--- config.mk ---
export PLATFORM = sky130hd
export DESIGN_NAME = seq_multiplier
export DESIGN_NICKNAME = d
export VERILOG_FILES = /design/src/rtl/mul_pkg.sv /design/src/rtl/mul_abs_neg.sv /design/src/rtl/seq_multiplier.sv
export SDC_FILE = /design/constraint.sdc
export NUM_CORES = 1
export LEC_CHECK = 0
export BUFFER_PORTS_ARGS = -buffer_cell sky130_fd_sc_hd__buf_2
export CORE_MARGIN = 2
export CORE_UTILIZATION = 25
export CTS_BUF_LIST = sky130_fd_sc_hd__clkbuf_4
export CTS_CLUSTER_SIZE = 25
export DETAILED_ROUTE_END_ITERATION = 8
export SETUP_SLACK_MARGIN = 0.4
export SLEW_MARGIN = 20
export SYNTH_ARGS = -nofsm -noshare
export SYNTH_HDL_FRONTEND = slang
export SYNTH_SLANG_ARGS = --single-unit
--- constraint.sdc ---
create_clock -name clk -period 6.6 [get_ports clk]
set_clock_uncertainty 0.15 [all_clocks]
set_input_delay 0.33 -clock clk [delete_from_list [all_inputs] [get_ports clk]]
set_output_delay 0.33 -clock clk [all_outputs]
set_load 0.01 [all_outputs]
--- src/rtl/mul_pkg.sv ---
// Shared types and constants for the multi-cycle multiplier and its ALU-facing encoding.
package mul_pkg;

  localparam int MUL_WIDTH = 32;
  localparam int MUL_CNT_W = 6;

  // Matches ALU f[3]: mult = 1, multu = 0.
  localparam logic MUL_SIGNED   = 1'b1;
  localparam logic MUL_UNSIGNED = 1'b0;

  typedef enum logic [1:0] {
    IDLE = 2'd0,
    CALC = 2'd1,
    SIGN = 2'd2,
    DONE = 2'd3
  } mul_state_t;

endpackage

--- src/rtl/mul_abs_neg.sv ---
// Conditional two's-complement, combinational: o_dat = i_neg ? -i_dat : i_dat.
// Used as |x| on operand capture and as the final sign fix-up on the product.
module mul_abs_neg #(
  parameter int W = 32
) (
  input  logic         i_neg,
  input  logic [W-1:0] i_dat,
  output logic [W-1:0] o_dat
);

  assign o_dat = i_neg ? (~i_dat + W'(1)) : i_dat;

endmodule

--- src/rtl/seq_multiplier.sv ---
// Radix-2 shift-add 32x32 multiplier with HI/LO registers; start->done is 34 cycles.
// No backpressure: start is only accepted in IDLE/DONE and silently dropped while busy.
module seq_multiplier
  import mul_pkg::*;
#(
  parameter int WIDTH = MUL_WIDTH,
  parameter int CNT_W = MUL_CNT_W
) (
  input  logic               clk,
  input  logic               rst_n,
  input  logic               start,
  input  logic               is_signed,
  input  logic [WIDTH-1:0]   a,
  input  logic [WIDTH-1:0]   b,
  input  logic               hi_we,
  input  logic               lo_we,
  input  logic [WIDTH-1:0]   wdata,
  output logic               busy,
  output logic               done,
  output logic [WIDTH-1:0]   hi,
  output logic [WIDTH-1:0]   lo,
  output logic [2*WIDTH-1:0] mulout
);

  mul_state_t         r_state;
  mul_state_t         w_state_nxt;
  logic [WIDTH-1:0]   r_mcand;
  logic [WIDTH-1:0]   r_mplier;
  logic [2*WIDTH-1:0] r_acc;
  logic [CNT_W-1:0]   r_cnt;
  logic               r_neg;
  logic [WIDTH-1:0]   r_hi;
  logic [WIDTH-1:0]   r_lo;

  logic               w_accept;
  logic               w_calc_last;
  logic               w_signed;
  logic [WIDTH-1:0]   w_abs_a;
  logic [WIDTH-1:0]   w_abs_b;
  logic [WIDTH:0]     w_sum;
  logic [2*WIDTH-1:0] w_prod;

  assign w_signed    = (is_signed == MUL_SIGNED);
  assign w_accept    = start && ((r_state == IDLE) || (r_state == DONE));
  assign w_calc_last = (r_cnt == CNT_W'(WIDTH - 1));
  assign w_sum       = {1'b0, r_acc[2*WIDTH-1:WIDTH]} + {1'b0, r_mcand};

  // Magnitudes are multiplied unsigned; 0x80000000 stays 0x80000000 and is read as 2^31.
  mul_abs_neg #(.W(WIDTH)) u_abs_a (
    .i_neg (w_signed & a[WIDTH-1]),
    .i_dat (a),
    .o_dat (w_abs_a)
  );

  mul_abs_neg #(.W(WIDTH)) u_abs_b (
    .i_neg (w_signed & b[WIDTH-1]),
    .i_dat (b),
    .o_dat (w_abs_b)
  );

  mul_abs_neg #(.W(2*WIDTH)) u_neg_p (
    .i_neg (r_neg),
    .i_dat (r_acc),
    .o_dat (w_prod)
  );

  always_ff @(posedge clk or negedge rst_n) begin
    if (!rst_n) begin
      r_state <= IDLE;
    end else begin
      r_state <= w_state_nxt;
    end
  end

  always_comb begin
    w_state_nxt = r_state;
    case (r_state)
      IDLE:    if (start) w_state_nxt = CALC;
      CALC:    if (w_calc_last) w_state_nxt = SIGN;
      SIGN:    w_state_nxt = DONE;
      DONE:    w_state_nxt = start ? CALC : IDLE;
      default: w_state_nxt = IDLE;
    endcase
  end

  always_ff @(posedge clk or negedge rst_n) begin
    if (!rst_n) begin
      r_mcand  <= '0;
      r_mplier <= '0;
      r_acc    <= '0;
      r_cnt    <= '0;
      r_neg    <= 1'b0;
    end else if (w_accept) begin
      r_mcand  <= w_abs_a;
      r_mplier <= w_abs_b;
      r_neg    <= w_signed & (a[WIDTH-1] ^ b[WIDTH-1]);
      r_acc    <= '0;
      r_cnt    <= '0;
    end else if (r_state == CALC) begin
      // The add's carry-out becomes the top bit after the right shift.
      if (r_mplier[0]) begin
        r_acc <= {w_sum, r_acc[WIDTH-1:1]};
      end else begin
        r_acc <= {1'b0, r_acc[2*WIDTH-1:1]};
      end
      r_mplier <= {1'b0, r_mplier[WIDTH-1:1]};
      r_cnt    <= r_cnt + CNT_W'(1);
    end
  end

  // The SIGN-cycle result takes priority over a coincident mthi/mtlo.
  always_ff @(posedge clk or negedge rst_n) begin
    if (!rst_n) begin
      r_hi <= '0;
      r_lo <= '0;
    end else if (r_state == SIGN) begin
      r_hi <= w_prod[2*WIDTH-1:WIDTH];
      r_lo <= w_prod[WIDTH-1:0];
    end else begin
      if (hi_we) r_hi <= wdata;
      if (lo_we) r_lo <= wdata;
    end
  end

  assign busy   = (r_state == CALC) || (r_state == SIGN);
  assign done   = (r_state == DONE);
  assign hi     = r_hi;
  assign lo     = r_lo;
  assign mulout = {r_hi, r_lo};

endmodule

# Word-level counts from Yosys, hierarchy flattened
# Cells that the tools add are included.
# op_classes
addsub	5
eq_ne	6
mux	18
n_bitwise	7
reduce_logical	8
# op_table
operator	count
$mux W32	8
$mux W64	4
$add A32 B1 Y32 const B	2
$add A64 B1 Y64 const B	1
$not A32 Y32	2
$not A64 Y64	1
$add A32 B32 Y33	1
$mux W6	2
$pmux W2 S4	1
$add A6 B1 Y6 const B	1
$eq A6 B5 Y1 const B	1
$reduce_bool A2 Y1	3
$eq A2 B2 Y1 const B	2
$mux W2	2
$ne A2 B2 Y1 const B	2
$and A1 B1 Y1	3
$eq A2 B1 Y1 const B	1
$logic_not A2 Y1	1
$logic_or A1 B1 Y1	2
$reduce_and A2 Y1	1
$logic_and A1 B1 Y1	1
$mux W1	1
$xor A1 B1 Y1	1
# word_totals
ff_bits	201
inputBits	102
out_inout_bits	130
wordCells	52

# Depth between registers and ports, before layout
# logic_depth
depth_word	4
depth_mapped	10
ltp_nobuf	10

# Hierarchy
# A second synthesis with hierarchy kept.
# hier_totals
cells_unflattened	1617
hier_area_um2	14465.1
# modules_own_cells
module	instances	cells_per_inst	area_each_um2	seq_area_each_um2
seq_multiplier	1	1213	11262.1	5029.8
mul_abs_neg at u_neg_p	1	206	1649.1	0.0
mul_abs_neg at u_abs_a ...	2	99	777.0	0.0

# Least setup slack after synthesis
# OpenSTA, ideal clock, no wires.
# synth_timing
path_kind	register to register
startpoint	register r_acc[50]
endpoint	register r_hi[31] (netlist: hi[31])
setup_time_ns	0.137
arrival_time_ns	2.772
required_time_ns	6.313
path_slack_ns	3.541
path_stages_with_launch	9
n_path_buf	0
period_less_slack_ns	3.059
cell_sequence	dfrtp_1 > or4_1 > or2_1 > or4_1 > or2_4 > or4b_4 > o31ai_4 > xor2_1 > a21oi_1
# synth_via
elab_chain_cells	4
# synth_lines
element	line_no	text
start: declaration	seq_multiplier.sv:29	logic [2*WIDTH-1:0] r_acc;
start signal: assignment	seq_multiplier.sv:102	r_acc <= {w_sum, r_acc[WIDTH-1:1]};
start signal: assignment	seq_multiplier.sv:104	r_acc <= {1'b0, r_acc[2*WIDTH-1:1]};
$not A64 Y64	mul_abs_neg.sv:11	assign o_dat = i_neg ? (~i_dat + W'(1)) : i_dat;
$add A64 B1 Y64	mul_abs_neg.sv:11	
$mux W64	mul_abs_neg.sv:11	
$mux W32	seq_multiplier.sv:116	end else if (r_state == SIGN) begin
end signal: assignment	seq_multiplier.sv:117	r_hi <= w_prod[2*WIDTH-1:WIDTH];
end signal: assignment	seq_multiplier.sv:120	if (hi_we) r_hi <= wdata;
end: declaration	seq_multiplier.sv:32	logic [WIDTH-1:0] r_hi;
# Every way passes these cells.
# A chain may end at the register's enable or synchronous reset.

# Worst setup path in the final report
# layout_timing
startpoint	register r_acc[5]
endpoint	register r_hi[22] (netlist: hi[22])
# The elaborated chain is that of the path after synthesis.

==> run summary <==
Critical-path top delay cell = nor4_1
Clock Tree Root = clkbuf_4
Mapped Cells = 1533
Core Footprint = 53710 um2
DR vias = 12430
Commonest non-fill, non-tap cell in the layout = buf_2
Synth Cell Area = 13540 um2
Worst r2r src = r_acc[5]
CP endpoint kind = flip-flop
Asr flop ratio synth = 100.0%
Slew margin rel. = 30.14%
Row count = 85
Syn avg cell area = 8.834 um2
Initial drt markers = 852
WL final = 41350 um
Design Area, Final = 17030 um2
Die Y-Extent = 236.8 um
# Max-Cap Violations = 0
Max VDD drop = 0.0001795 V
WL per Instance = 16.11 um
Synth cell types = 56
Fin nets = 1962
GR Overflow Total = 0
Fraction of layout cells with a size suffix above 1 = 18.41%
Gr usage total = 14.51%
Reg2Reg Capture Point = hi[22]
Register area = 5032 um2
RSZ-0062 raised after global routing = false
Vias in the first global route = 12100
Seq cells post-synth = 201
Main flop type after synthesis = dfrtp_1
Area occupied by multi-input gates = 7646 um2
Leak Pwr = 7.529 nW
Fillers = 5582
Most frequent cells in the layout = buf_2 (229), dfrtp_1 (199), dlygate4sd3_1 (144)
Req. time, crit path = 7.05 ns
Largest net degree at the start of global routing = 80
Clock Pin Slew Worst Setup and Hold Paths = 0.07 ns
Area Growth Syn to Fin = 25.72%
EDFF count, synth = 0
Clock sinks = 201
Max Fanout on Critical Path = 8
FF-to-FF path depth = 8
R2R setup slack = 3.01 ns
CTS Buffer Depth = 3
HPWL Detailed = 29120 um
First-pass GRT wire length = 66190 um
TritonCTS clock tree = done
Worst path cell trace = nor4_1, nand2_1, nor4_1, nand3_1, nand2b_1, o41ai_1, xor2_1, a21oi_1
Htree depth = 2
Worst Tran Pin Value = 1.048 ns
Routed Antenna Nets = 0
Via density = 4.842
DIE AREA = 56050 um2
Port-buffer cells = 231
Crit Path Category = flip-flop to flip-flop
Critical Path Max Stage Delay = 0.79 ns
Mapped Nets = 1677
Seq/Total Area, Yosys = 37.14%
Final Setup Violations = 0
Setup_tns = 0 ns
DRC = 0
RePlAce Congestion = 0.8809
Dpl cell area = 14850 um2
Starting Density = 25.22%
Data arrival time of the worst path = 4.04 ns
Crit share post-route = 54.39%
CP startpoint kind = flip-flop
Num CTS Buffers = 56
Worst-Skew Late Latency = 0.79 ns
Yosys warnings = 0
Final min period = 3.590 ns
Critical path's most frequent cell = nor4_1
Top Ports = 232
Post-CTS Setup Inserts = 0
Power per cell area = 439.9 nW/um2
Worst hold path type = input port to asynchronous set/reset pin
Initial antenna violation count = 13
Die width = 236.8 um
Final Hold Vio Count = 0
Iteration count of the initial detailed-routing pass = 5
Max-slew violation count = 0
Run status = complete, no violations
Max Clk Rate = 0.2786 GHz
## cells in the mapped netlist (all sizes together), types with 11 or more instances
library cell | instances | area (um2)
a211oi | 71 | 533.0
a21o | 17 | 127.6
a21oi | 124 | 620.6
a31oi | 11 | 68.82
buf | 81 | 545.5
clkbuf | 76 | 285.3
dfrtp | 201 | 5030
ha | 41 | 513.0
inv | 19 | 71.32
mux2i | 98 | 980.9
nand2 | 143 | 539.3
nand3 | 12 | 60.06
nand4 | 14 | 87.58
nor2 | 96 | 360.4
nor2b | 70 | 437.9
nor3 | 15 | 75.07
nor4 | 15 | 93.84
o21ai | 130 | 650.6
o31ai | 32 | 254.0
o41ai | 11 | 96.34
or3 | 12 | 75.07
or4 | 14 | 105.1
xnor2 | 61 | 534.3
xor2 | 91 | 797.0
## cells by family after synthesis
kind of cell | after synthesis | share of synthesized area, %
multiplexers | 99 | 7.326
adder cells (fa/ha/maj) | 42 | 3.936
XOR/XNOR | 152 | 9.830
AO/OA/AOI/OAI | 436 | 19.69
flip-flops | 201 | 37.14
AND/OR/NAND/NOR | 427 | 15.42
buffers and inverters | 176 | 6.661
## metal layers
metal  global-route usage (%)  routed length [um]  up-vias
met5                        0                  16        -
met4                    5.869                1438        2
met3                    3.241                2307      104
met2                    22.12               17960      371
met1                    19.85               19620     5914
li1                         -                   -     6038
## state kept, by name (all words and copies together), names as in the netlist
signal	flops
r_cnt	6
r_mcand	32
lo	32
r_mplier	32
r_acc	64
r_neg	1
r_state	2
hi	32
## how the worst max path moves through the flow
stage	from	endpoint	slack (ns)	cells after the start
after floorplan	r_acc[50]	hi[31]	3.54	8
after global placement	r_acc[32]	r_acc[59]	3.18	10
after detailed placement	r_acc[5]	hi[9]	3.10	8
after CTS	r_state[1]	r_mcand[1]	2.96	7
after global routing	r_acc[4]	hi[26]	2.60	8
final	r_acc[5]	hi[22]	3.01	8
## final cells by class
class / instances / area share [%]
Clock inverter: 17 / 0.4483
Sequential cell: 201 / 29.56
Inverter: 19 / 0.4189
Multi-Input combinational cell: 1156 / 44.91
Clock buffer: 81 / 3.571
Tap cell: 696 / 5.115
Timing Repair Buffer: 384 / 15.79
Antenna cell: 13 / 0.1911
## critical path, delay by kind of cell, from the launching register on
| family | cells | cell delay, ns |
|---|---|---|
| AND/OR/NAND/NOR | 5 | 2.08 |
| flip-flops | 1 | 0.42 |
| XOR/XNOR | 1 | 0.28 |
| AO/OA/AOI/OAI | 2 | 0.47 |
## power by group
part           switching (mW)  internal, mW  leakage, nW
logic                    2.36          1.71         4.59
clock network           0.562         0.562        0.412
registers               0.553          1.75         2.52
total                    3.47          4.02         7.53
## through the flow
step	util (%)	total power [mW]	cells	hold WS, ns	setup slack, ns
final	31.70	7.491	2567	0.03964	3.010
after CTS	31.60	7.531	2553	0.005533	2.955
after global routing	31.70	8.133	2566	0.03077	2.603
after floorplan	-	5.227	1533	-0.1156	3.541
after detailed placement	27.64	6.260	2311	0.2761	3.101
after global placement	27.64	6.192	2311	0.2679	3.177
## what timing repair did
action,CTS,global route
resized for setup,0,0
hold buffers,144,0
hold endpoints to repair,208,0
(Power assumes the default switching activity.)
